===== src/rtl/mips_defs.sv =====
// Shared MIPS datapath definitions: bus widths and memory-arbiter state encoding.
package mips_defs;

    localparam int DATA_W = 32;
    localparam int ADDR_W = 32;

    typedef enum logic [1:0] {
        IDLE    = 2'd0,
        BUSY_IF = 2'd1,
        BUSY_D  = 2'd2,
        DONE    = 2'd3
    } arb_state_t;

endpackage


===== src/rtl/register.sv =====
// Generic load-enable register with asynchronous active-high clear.
module register #(
    parameter int WIDTH = 32
) (
    input  logic             clk,
    input  logic             rst,
    input  logic             en,
    input  logic [WIDTH-1:0] d,
    output logic [WIDTH-1:0] q
);

    always_ff @(posedge clk or posedge rst) begin
        if (rst) begin
            q <= '0;
        end else if (en) begin
            q <= d;
        end
    end

endmodule


===== src/rtl/starve_ctr.sv =====
// Saturating count of consecutive data grants taken while a fetch was waiting.
module starve_ctr #(
    parameter int LIMIT = 4
) (
    input  logic clk,
    input  logic rst,
    input  logic inc,
    input  logic clr,
    output logic at_limit
);

    localparam int W = (LIMIT < 1) ? 1 : $clog2(LIMIT + 1);
    localparam logic [W-1:0] LIM = W'(LIMIT);

    logic [W-1:0] cnt;

    always_ff @(posedge clk or posedge rst) begin
        if (rst) begin
            cnt <= '0;
        end else if (clr) begin
            cnt <= '0;
        end else if (inc && (cnt != LIM)) begin
            cnt <= cnt + 1'b1;
        end
    end

    assign at_limit = (cnt == LIM);

endmodule


===== src/rtl/mem_arbiter.sv =====
// Single-port memory arbiter between instruction fetch and MEM-stage accesses,
// data-priority with a bounded starvation window for fetch.
module mem_arbiter
    import mips_defs::*;
#(
    parameter int STARVE_LIMIT = 4
) (
    input  logic              clk,
    input  logic              rst,
    input  logic              if_req,
    input  logic [ADDR_W-1:0] if_addr,
    output logic [DATA_W-1:0] if_rdata,
    output logic              if_ack,
    input  logic              d_req,
    input  logic              d_we,
    input  logic [ADDR_W-1:0] d_addr,
    input  logic [DATA_W-1:0] d_wdata,
    output logic [DATA_W-1:0] d_rdata,
    output logic              d_ack,
    output logic              m_req,
    output logic              m_we,
    output logic [ADDR_W-1:0] m_addr,
    output logic [DATA_W-1:0] m_wdata,
    input  logic [DATA_W-1:0] m_rdata,
    input  logic              m_ready,
    output logic              stall
);

    arb_state_t state, state_nxt;

    logic grant_d, grant_if, grant;
    logic cap_if, cap_d;
    logic we_q, owner_d_q;
    logic at_limit;

    always_ff @(posedge clk or posedge rst) begin
        if (rst) begin
            state <= IDLE;
        end else begin
            state <= state_nxt;
        end
    end

    always_comb begin
        state_nxt = state;
        grant_d   = 1'b0;
        grant_if  = 1'b0;
        cap_if    = 1'b0;
        cap_d     = 1'b0;
        case (state)
            IDLE: begin
                // Fetch overrides data only once the starvation window is used up.
                if (d_req && !(if_req && at_limit)) begin
                    grant_d   = 1'b1;
                    state_nxt = BUSY_D;
                end else if (if_req) begin
                    grant_if  = 1'b1;
                    state_nxt = BUSY_IF;
                end
            end
            BUSY_IF: begin
                if (m_ready) begin
                    cap_if    = 1'b1;
                    state_nxt = DONE;
                end
            end
            BUSY_D: begin
                if (m_ready) begin
                    cap_d     = ~we_q;
                    state_nxt = DONE;
                end
            end
            DONE:    state_nxt = IDLE;
            default: state_nxt = IDLE;
        endcase
    end

    assign grant = grant_d | grant_if;

    register #(.WIDTH(ADDR_W)) u_addr_reg (
        .clk (clk),
        .rst (rst),
        .en  (grant),
        .d   (grant_d ? d_addr : if_addr),
        .q   (m_addr)
    );

    register #(.WIDTH(DATA_W)) u_wdata_reg (
        .clk (clk),
        .rst (rst),
        .en  (grant),
        .d   (grant_d ? d_wdata : '0),
        .q   (m_wdata)
    );

    register #(.WIDTH(1)) u_we_reg (
        .clk (clk),
        .rst (rst),
        .en  (grant),
        .d   (grant_d & d_we),
        .q   (we_q)
    );

    register #(.WIDTH(1)) u_owner_reg (
        .clk (clk),
        .rst (rst),
        .en  (grant),
        .d   (grant_d),
        .q   (owner_d_q)
    );

    register #(.WIDTH(DATA_W)) u_if_rdata_reg (
        .clk (clk),
        .rst (rst),
        .en  (cap_if),
        .d   (m_rdata),
        .q   (if_rdata)
    );

    register #(.WIDTH(DATA_W)) u_d_rdata_reg (
        .clk (clk),
        .rst (rst),
        .en  (cap_d),
        .d   (m_rdata),
        .q   (d_rdata)
    );

    starve_ctr #(.LIMIT(STARVE_LIMIT)) u_starve_ctr (
        .clk      (clk),
        .rst      (rst),
        .inc      (grant_d & if_req),
        .clr      (grant_if | (grant_d & ~if_req)),
        .at_limit (at_limit)
    );

    assign m_req  = (state == BUSY_IF) || (state == BUSY_D);
    assign m_we   = m_req & we_q;
    assign if_ack = (state == DONE) & ~owner_d_q;
    assign d_ack  = (state == DONE) & owner_d_q;
    assign stall  = (if_req & ~if_ack) | (d_req & ~d_ack);

endmodule


===== config.mk =====
export PLATFORM = sky130hd
export DESIGN_NAME = mem_arbiter
export DESIGN_NICKNAME = d
export VERILOG_FILES = /design/src/rtl/mips_defs.sv /design/src/rtl/register.sv /design/src/rtl/starve_ctr.sv /design/src/rtl/mem_arbiter.sv
export SDC_FILE = /design/constraint.sdc
export NUM_CORES = 1
export LEC_CHECK = 0
export CELL_PAD_IN_SITES_DETAIL_PLACEMENT = 2
export CELL_PAD_IN_SITES_GLOBAL_PLACEMENT = 2
export CORE_MARGIN = 2
export CORE_UTILIZATION = 26
export DETAILED_ROUTE_END_ITERATION = 7
export PLACE_DENSITY_LB_ADDON = 0.1
export SLEW_MARGIN = 20
export SYNTH_ARGS = -nofsm -noshare
export SYNTH_HDL_FRONTEND = slang
export SYNTH_SLANG_ARGS = --single-unit

===== constraint.sdc =====
create_clock -name clk -period 6.3 [get_ports clk]
set_clock_uncertainty 0.1 [all_clocks]
set_input_delay 1.89 -clock clk [delete_from_list [all_inputs] [get_ports clk]]
set_output_delay 1.89 -clock clk [all_outputs]
set_load 0.01 [all_outputs]

* Word-level counts from Yosys, hierarchy flattened
Index checks and enable logic that the tools add are counted.
** Word-level totals
- Flip-flop bits (word level) :: 135
- Input bits :: 134
- Output and inout bits :: 133
- Word-level logic and storage cells :: 58
** Cells by class
- $add $sub $neg :: 1
- Eq/ne operators :: 7
- Mux-type cells :: 17
- Bitwise logic cells :: 16
- Reduce and logical (&&, ||, !) cells :: 9
** Operators by type and width (count)
- $mux 32 :: 2
- $mux 1 :: 9
- $and 1x1->1 :: 8
- $mux 2 :: 3
- $mux 3 :: 2
- $ne 3x3->1 const B :: 2
- $pmux 2 s3 :: 1
- $not 1->1 :: 5
- $eq 2x2->1 const B :: 2
- $add 3x1->3 const B :: 1
- $eq 3x3->1 const B :: 1
- $logic_and 1x1->1 :: 3
- $or 1x1->1 :: 3
- $eq 2x1->1 const B :: 1
- $logic_not 2->1 :: 1
- $ne 2x1->1 const B :: 1
- $reduce_and 2->1 :: 1
- $reduce_bool 2->1 :: 1
- $reduce_or 2->1 :: 1
- $logic_not 1->1 :: 1
- $logic_or 1x1->1 :: 1

* Longest topological paths before layout
Gate-level depths: netlist (run 1).
- Depth after elaboration :: 10
- Gate-level depth with buffers :: 7

* Hierarchy
From an unflattened synthesis (run 1), not the netlist that was laid out.
** Unflattened totals
- Cells, all modules :: 409
- Area total of the unflattened synthesis :: 6698.9 µm²
** By module, submodules not included
- register at u_addr_reg ... :: instances 4, cells an instance 69, area an instance 1348.8 µm², sequential area each 800.8 µm²
- mem_arbiter :: instances 1, cells an instance 108, area an instance 1014.7 µm², sequential area each 50.0 µm²
- starve_ctr :: instances 1, cells an instance 19, area an instance 201.4 µm², sequential area each 75.1 µm²
- register at u_owner_reg ... :: instances 2, cells an instance 3, area an instance 43.8 µm², sequential area each 25.0 µm²

* Worst setup path after synthesis (run 1)
Ideal clock, no wire load.
- Path kind :: input -> output
- From :: input d_req
- To :: output stall
- Arrival time :: 2.162 ns
- Data required time :: 4.310 ns
- Setup slack :: 2.148 ns
- Stages :: 2
- Path buffers :: 0
- Cell sequence :: inv_1 a21oi_1
** On the way
- Cells in the longest elaborated chain, start to end :: 2
** RTL lines
- from (decl) :: RTL line mem_arbiter.sv:14 : input logic d_req,
- $and 1x1->1 :: RTL line mem_arbiter.sv:140 : assign stall = (if_req & ~if_ack) | (d_req & ~d_ack);
- $or 1x1->1 :: RTL line mem_arbiter.sv:140
- to (decl) :: RTL line mem_arbiter.sv:26 : output logic stall
No other way between the ends.

* Worst setup path in the final report (run 1)
Same ends and word-level chain as after synthesis.

==> results.md, run 1 <==
* Synth Flop Type: dfrtp_1
* Leakage at 4.06 nW
* Die width at 155 µm
* CP required at between 4 and 5 ns
* Layout cells sized above 1 at between 20% and 30%
* CP peak stage delay at 0.61 ns
* Routed Antenna Nets at 0
* Ys async rst share at 100%
* Avg Cell Area, Syn at 13.7 µm²
* CTS Sinks at 135
* Power consumption at 4.85 mW
* Critical Path Source Type: input port
* Placed Cells at 969
* GRT Total Usage at between 10% and 20%
* Setup-failing EPs final at 0
* Reg2reg path depth at 6
* Worst Tran Pin Value at around 0.9 ns
* Critical Path Source: d_req
* Area post-placement at ~8800 µm²
* List of most frequent post-synthesis cells: 135 x dfrtp_1, 115 x mux2_2, 41 x inv_1, 39 x nand2_1, 33 x mux2i_1
* Pre-Repair DR Iteration Count at 3
* Fill cell count at 2247
* Synth area leader: dfrtp_1
* Slew Viols, Final at 0
* Max Clock Freq at around 190 MHz
* DRC Markers at 0
* Final Hold Viols at 0
* Crit path to: stall
* Mapped cell area at 5900 µm²
* Power density over the cells at 512 nW/µm²
* Number of synthesized flops with an enable pin at 0
* WL/cell at 18.2 µm
* Layout Utilization at between 40% and 50%
* P&R area growth vs syn at 60.8%
* Clk_lat worst skew at 0.42 ns
* TritonCTS Buffers at 17
* Final Cell Area at 9480 µm²
* Crit. End Element: output port
* H-tree levels at 4
* VDD IR-drop max at roughly 0.00017 V
* CTS root buffer: clkbuf_16
* Ports at approximately 270
* Worst-path clk slew at 0.06 ns
* Seq cells post-synth at 135
* Avg Vias per Cell at between 4 and 5
* Die area at ~24000 µm²
* Final Non-Filler Cells at 1003
* Final setup TNS at 0 ns
* Synth Warn # at 0
* First-pass GRT wire length at 29000 µm
* Port buffer count at 266
* Vias at 4366
* Worst path buffer plus inverter count at 3
* Most common cell in the synthesized netlist: dfrtp_1
* Crit Path Max Fanout at 8
* CP Data Arrival Time at 3.41 ns
* Crit path kind: input port to output port
* Hold_buf cts at 0
* Synth Net Count at around 570
* Resize count post-CTS at 0
* CP cell instances: clkdlybuf4s50_1 > inv_1 > a21oi_1 > clkdlybuf4s50_1
* Sequential fraction of the synthesis area at 57.3%
* Vias in the first global route at between 5000 and 6000
* Critical R2R Launch: state[1]$_DFFE_PP0P_
* Most used cell along the critical path: clkdlybuf4s50_1
* Height of the die at 155 µm
* Hold Path Depth at 1
* Initial Utilization at 26.3%
* Slew HR at 40.1%
* WP depth at 4
* CP max-delay cell: clkdlybuf4s50_1
* Antenna violations before repair at 2
* Tcrit/Tclk final at between 80% and 90%
* Gr ovfl total at 0
* Final min period at 5.40 ns
* Placeable Area at 22400 µm²
* Layout net count at 844
* Reg2Reg Setup Slack at around 3.6 ns
* R2R Path End: u_addr_reg.q[16]$_DFFE_PP0P_
* DR iter-0 viols at 87
* Maxcap violations at 0
* RSZ-0062 raised after global routing: no
* Post-synth top area share at 57.3%
* Hpwl dp at 13100 µm
* Post-CTS Setup Bufs at 0
* CP delay by family, top: buffers and inverters
* CTS tree: built
* Hold Crit Class: flip-flop to flip-flop
* Largest net degree at the start of global routing at 64
* DRT Wirelength at 18200 µm
* Minimum hold slack at around 0.40 ns
* PnR worst setup slack at about 0.90 ns
* Post-place setup slack at 0.906 ns
* Buffers from clock root to sink, at most at 2
* Netlist cell types at 32
* Placer Congestion at 0.713
* Syn Inst Count at 432
* Area contributors post-synth: dfrtp_1 57%, mux2_2 22%, mux2i_1 5.6%
* Cell row count at 55
* Status: finished, final reports clean
## worst register-to-register path: cells and delay by family (launching register included)
family                   cells  cell delay [ns]
AND/OR/NAND/NOR              2             0.83
adder cells (fa/ha/maj)      1             0.31
buffers and inverters        2             0.48
multiplexers                 1             0.43
flip-flops                   1             0.41
## routing by layer
layer	track usage (%)	part of all wire (%)	vias up
li1	-	-	2003
met3	5.63	6.9	16
met5	0	0	-
met1	17.9	39	2198
met2	27.5	53	149
met4	5.47	1.1	0
## worst min-delay path by stage
| stage | start | endpoint | slack, ns |
|---|---|---|---|
| 4_1_cts | u_if_rdata_reg.q[17]$_DFFE_PP0P_ | u_if_rdata_reg.q[17]$_DFFE_PP0P_ | 0.41 |
| 3_3_place_gp | u_d_rdata_reg.q[4]$_DFFE_PP0P_ | u_d_rdata_reg.q[4]$_DFFE_PP0P_ | 0.39 |
| 6_report | u_d_rdata_reg.q[21]$_DFFE_PP0P_ | u_d_rdata_reg.q[21]$_DFFE_PP0P_ | 0.40 |
| 2_1_floorplan | u_owner_reg.q$_DFFE_PP0P_ | u_owner_reg.q$_DFFE_PP0P_ | 0.37 |
| 5_1_grt | u_d_rdata_reg.q[2]$_DFFE_PP0P_ | u_d_rdata_reg.q[2]$_DFFE_PP0P_ | 0.42 |
| 3_5_place_dp | u_if_rdata_reg.q[22]$_DFFE_PP0P_ | u_if_rdata_reg.q[22]$_DFFE_PP0P_ | 0.39 |
## sequential cells by signal, indices dropped and copies added (netlist names)
register          cells
u_we_reg.q            1
u_d_rdata_reg.q      32
u_if_rdata_reg.q     32
state                 2
u_starve_ctr.cnt      3
u_wdata_reg.q        32
u_addr_reg.q         32
u_owner_reg.q         1
## cell type report
cell class                 count  area [µm²]  share of cell area [%]
antenna                        2        5.00                  0.0528
clock inverter                14         200                    2.11
inverter                      41         159                    1.68
tap                          285         357                    3.76
multi-input combinational    236        2230                    23.5
timing repair buffer         272        2720                    28.7
clock buffer                  18         429                    4.53
sequential                   135        3380                    35.6
## power by group
part           switching [mW]  internal [mW]
registers               0.235           1.31
logic                   0.879           1.35
clock network           0.404          0.667
## logic make-up after synthesis
kind of cell	count (synthesis)	share of synthesized area, %
and+or+nand+nor	53	4.01
adders and majority gates	7	1.49
DFF	135	57.3
AOI/OAI and AO/OA	14	1.65
muxes	162	30.6
buffers and inverters	61	4.94
## cells in the final DEF (no fill, tap or decap), types with 2 or more instances in the layout
| cell type | instances |
|---|---|
| ha_1 | 7 |
| nor2_1 | 2 |
| buf_4 | 5 |
| a21oi_1 | 4 |
| diode_2 | 2 |
| mux2_1 | 8 |
| mux2_4 | 6 |
| clkdlybuf4s50_1 | 266 |
| inv_1 | 40 |
| clkinv_4 | 4 |
| a211oi_1 | 2 |
| nand2_1 | 39 |
| bufinv_16 | 4 |
| nor3_1 | 2 |
| inv_6 | 3 |
| nand2b_1 | 2 |
| mux2i_1 | 33 |
| o22ai_1 | 2 |
| clkbuf_16 | 17 |
| dfrtp_1 | 135 |
| mux2_2 | 115 |
| clkinvlp_4 | 3 |
No activity file was read; power rests on OpenSTA's default activity.
==> run 2, diff against run 1 <==
- CORE_UTILIZATION: 26 -> 29
- SYNTH_HIERARCHICAL: default -> 1
==> run 2 against run 1 <==
- area after synthesis is 14% higher
- global-route usage rose by 0.16 points
- clock power down 5%
- largest power group unchanged
==> results.md, run 2 <==
* Fill cell count at 2178 (-3.1%)
* H-tree levels at 4 (unchanged)
* Syn Inst Count at 409 (-5.3%)
* Clock Power Share at 20.5% (-1.6 points)
* WL/cell at 19.4 µm (+6.9%)
* Slew Viols, Final at 0 (unchanged)
* Initial Utilization at 29.6% (+3.3 points)
* Die area at 24300 µm² (+1.8%)
* CTS root buffer: clkbuf_16
* Comb power frac at 48.7% (+2.7 points)
* Final Non-Filler Cells at 979 (-2.4%)
* Synth Warn # at 6 (+6)
* Switching pwr at 1.53 mW (+1.1%)
* TritonCTS Buffers at 17 (unchanged)
* DRT Wirelength at 19000 µm (+4.4%)
* Port buffer count at 266 (unchanged)
* Pre-Repair DR Iteration Count at 4 (+1)
* Ys async rst share at 100% (unchanged)
* Netlist cell types at 24 (-25%)
* Crit Path Max Fanout at 7 (-1)
* Crit. End Element: output port
* Hold Crit Class: flip-flop to flip-flop
* Power consumption at 4.97 mW (+2.4%)
* Area contributors post-synth: dfrtp_1 50%, mux2_4 34%, buf_12 3.6%
* GRT Total Usage at 15.9% (+0.16 points)
* Critical Path Source Type: input port
* Crit path kind: input port to output port
* RSZ-0062 raised after global routing: no
* Sw frac at 30.9% (-0.39 points)
* Multi-input gate area at 2940 µm² (+32%)
* Hpwl dp at 13800 µm (+5.8%)
* Seq cells post-synth at 135 (unchanged)
* P&R area growth vs syn at 50.4%
* Synth Net Count at 550 (-4.0%)
* Commonest non-fill, non-tap cells in the layout: 266 x clkdlybuf4s50_1, 153 x mux2_4, 135 x dfrtp_1, 36 x and2_1, 17 x clkbuf_16
* List of most frequent post-synthesis cells: 153 x mux2_4, 135 x dfrtp_1, 37 x and2_1, 14 x inv_1, 12 x buf_12
* Placeable Area at 22600 µm² (+0.92%)
* Register area at 3380 µm² (unchanged)
* Vias in the first global route at 5034 (-0.65%)
* Resize count post-CTS at 0 (unchanged)
* Final min period at 5.36 ns (-0.0376 ns)
* Mapped cell area at 6700 µm² (+14%)
* Minimum hold slack at 0.412 ns (+0.0108 ns)
* Most common cell in the synthesized netlist: mux2_4
* Leakage at 4.54 nW (+12%)
* Avg Vias per Cell at 4.38 (+0.67%)
* Most common cell after layout, fill and taps aside: clkdlybuf4s50_1
* Hold_buf cts at 0 (unchanged)
* Power density over the cells at 493 nW/µm² (-3.7%)
* Largest net degree at the start of global routing at 36 (-44%)
* Placer Congestion at 0.753 (+5.7%)
* Placed Cells at 946 (-2.4%)
* Antenna violations before repair at 1 (-1)
* DRC Markers at 0 (unchanged)
* VDD IR-drop max at 0.000163 V (-5.2%)
* Slew HR at 46.4% (+6.3 points)
* Layout net count at 821 (-2.7%)
* Worst-path clk slew at 0.07 ns (about the same)
* Worst Tran Pin Value at 0.803 ns (-0.0939 ns)
* Avg Cell Area, Syn at 16.4 µm² (+20%)
* Gr ovfl total at 0 (unchanged)
* Final setup TNS at 0 ns (unchanged)
* CP Data Arrival Time at 3.37 ns (-0.04 ns)
* Internal power at 3.43 mW (+3.0%)
* Post-synth top area share at 50.4% (-6.9 points)
* CP required at 4.31 ns (about the same)
* CTS tree: built
* Critical R2R Launch: state[1]$_DFFE_PP0P_
* Flop pwr share at 30.8% (-1.1 points)
* Cell row count at 55 (unchanged)
* DR iter-0 viols at 91 (+4.6%)
* Vias at 4290 (-1.7%)
* Setup-failing EPs final at 0 (unchanged)
* Height of the die at 156 µm (+0.90%)
* Layout cells sized above 1 at 30.7% (+7.8 points)
* Post-CTS Setup Bufs at 0 (unchanged)
* Ports at 267 (unchanged)
* Clk_lat worst skew at 0.41 ns (about the same)
* Number of synthesized flops with an enable pin at 0 (unchanged)
* Synth Flop Type: dfrtp_1
* Max Clock Freq at 186 MHz (+0.70%)
* Final Hold Viols at 0 (unchanged)
* Critical Path Source: d_req
* CTS Sinks at 135 (unchanged)
* Sequential fraction of the synthesis area at 50.4% (-6.9 points)
* Synth area leader: dfrtp_1
* Status: finished, final reports clean
* Maxcap violations at 0 (unchanged)
* Die width at 156 µm (+0.90%)
* First-pass GRT wire length at 29500 µm (+1.5%)
* Hold_sp: u_if_rdata_reg/q[2]$_DFFE_PP0P_
* Buffers from clock root to sink, at most at 2 (unchanged)
* Routed Antenna Nets at 0 (unchanged)
* Layout Utilization at 44.5% (+2.3 points)
* Tcrit/Tclk final at 85.1% (-0.60 points)
## run 2: path summary, 6_finish.rpt
kind | end | cells after the start | slack, ns
worst max-delay path | stall | 4 | 0.94
worst min-delay path | u_if_rdata_reg/q[2]$_DFFE_PP0P_ | 1 | 0.41
worst max register to register | u_addr_reg/q[12]$_DFFE_PP0P_ | 5 | 3.69
worst min register to register | u_if_rdata_reg/q[2]$_DFFE_PP0P_ | 1 | 0.41
max in group asynchronous | u_d_rdata_reg/q[11]$_DFFE_PP0P_ | 3 | 3.73
min in group asynchronous | u_we_reg/q$_DFFE_PP0P_ | 2 | 1.71
## run 2: through the flow
stage / worst slack, ns / area (µm²)
2_1_floorplan: 1.98 / 6700
5_1_grt: 0.845 / 10100
4_1_cts: 0.914 / 10100
6_report: 0.936 / 10100
3_5_place_dp: 0.902 / 9480
3_3_place_gp: 0.965 / 9480
## run 2: critical path: stages
cell and delay, ns:
clkdlybuf4s50_1 0.67, a21oi_1 0.12, a21oi_1 0.13, clkdlybuf4s50_1 0.57
## run 2: final cells by class
cell class / count / area share, %
Inverter: 15 / 0.559
Sequential cell: 135 / 33.5
Antenna cell: 1 / 0.0248
Clock inverter: 14 / 1.60
Timing Repair Buffer: 275 / 27.2
Clock buffer: 18 / 4.36
Multi-Input combinational cell: 236 / 29.2
Tap cell: 285 / 3.54
## run 2: logic make-up after synthesis
kind of cell	Yosys count	share of synthesized area (%)
multiplexers	166	36.4
flip-flops	135	50.4
AND/OR/NAND/NOR	55	5.16
buffers and inverters	38	5.90
AO/OA/AOI/OAI	8	0.766
adder cells (fa/ha/maj)	7	1.31
## run 2: routing by layer
layer | global-route usage (%) | wire length [µm] | share of wire, % | vias to the layer above
li1 | - | - | - | 1942
met4 | 4.85 | 185 | 0.97 | 0
met2 | 28.2 | 10000 | 53 | 140
met5 | 0 | 0 | 0 | -
met3 | 4.61 | 1180 | 6.2 | 10
met1 | 18.7 | 7590 | 40 | 2198
## run 2: power groups by stage
stage | logic, mW | registers (mW) | clock network [mW]
floorplan | 1.22 | 1.68 | 0
global placement | 2.41 | 1.52 | 0
detailed placement | 2.45 | 1.54 | 0
CTS | 2.47 | 1.54 | 1.06
global route | 2.57 | 1.58 | 1.09
finish | 2.42 | 1.53 | 1.02
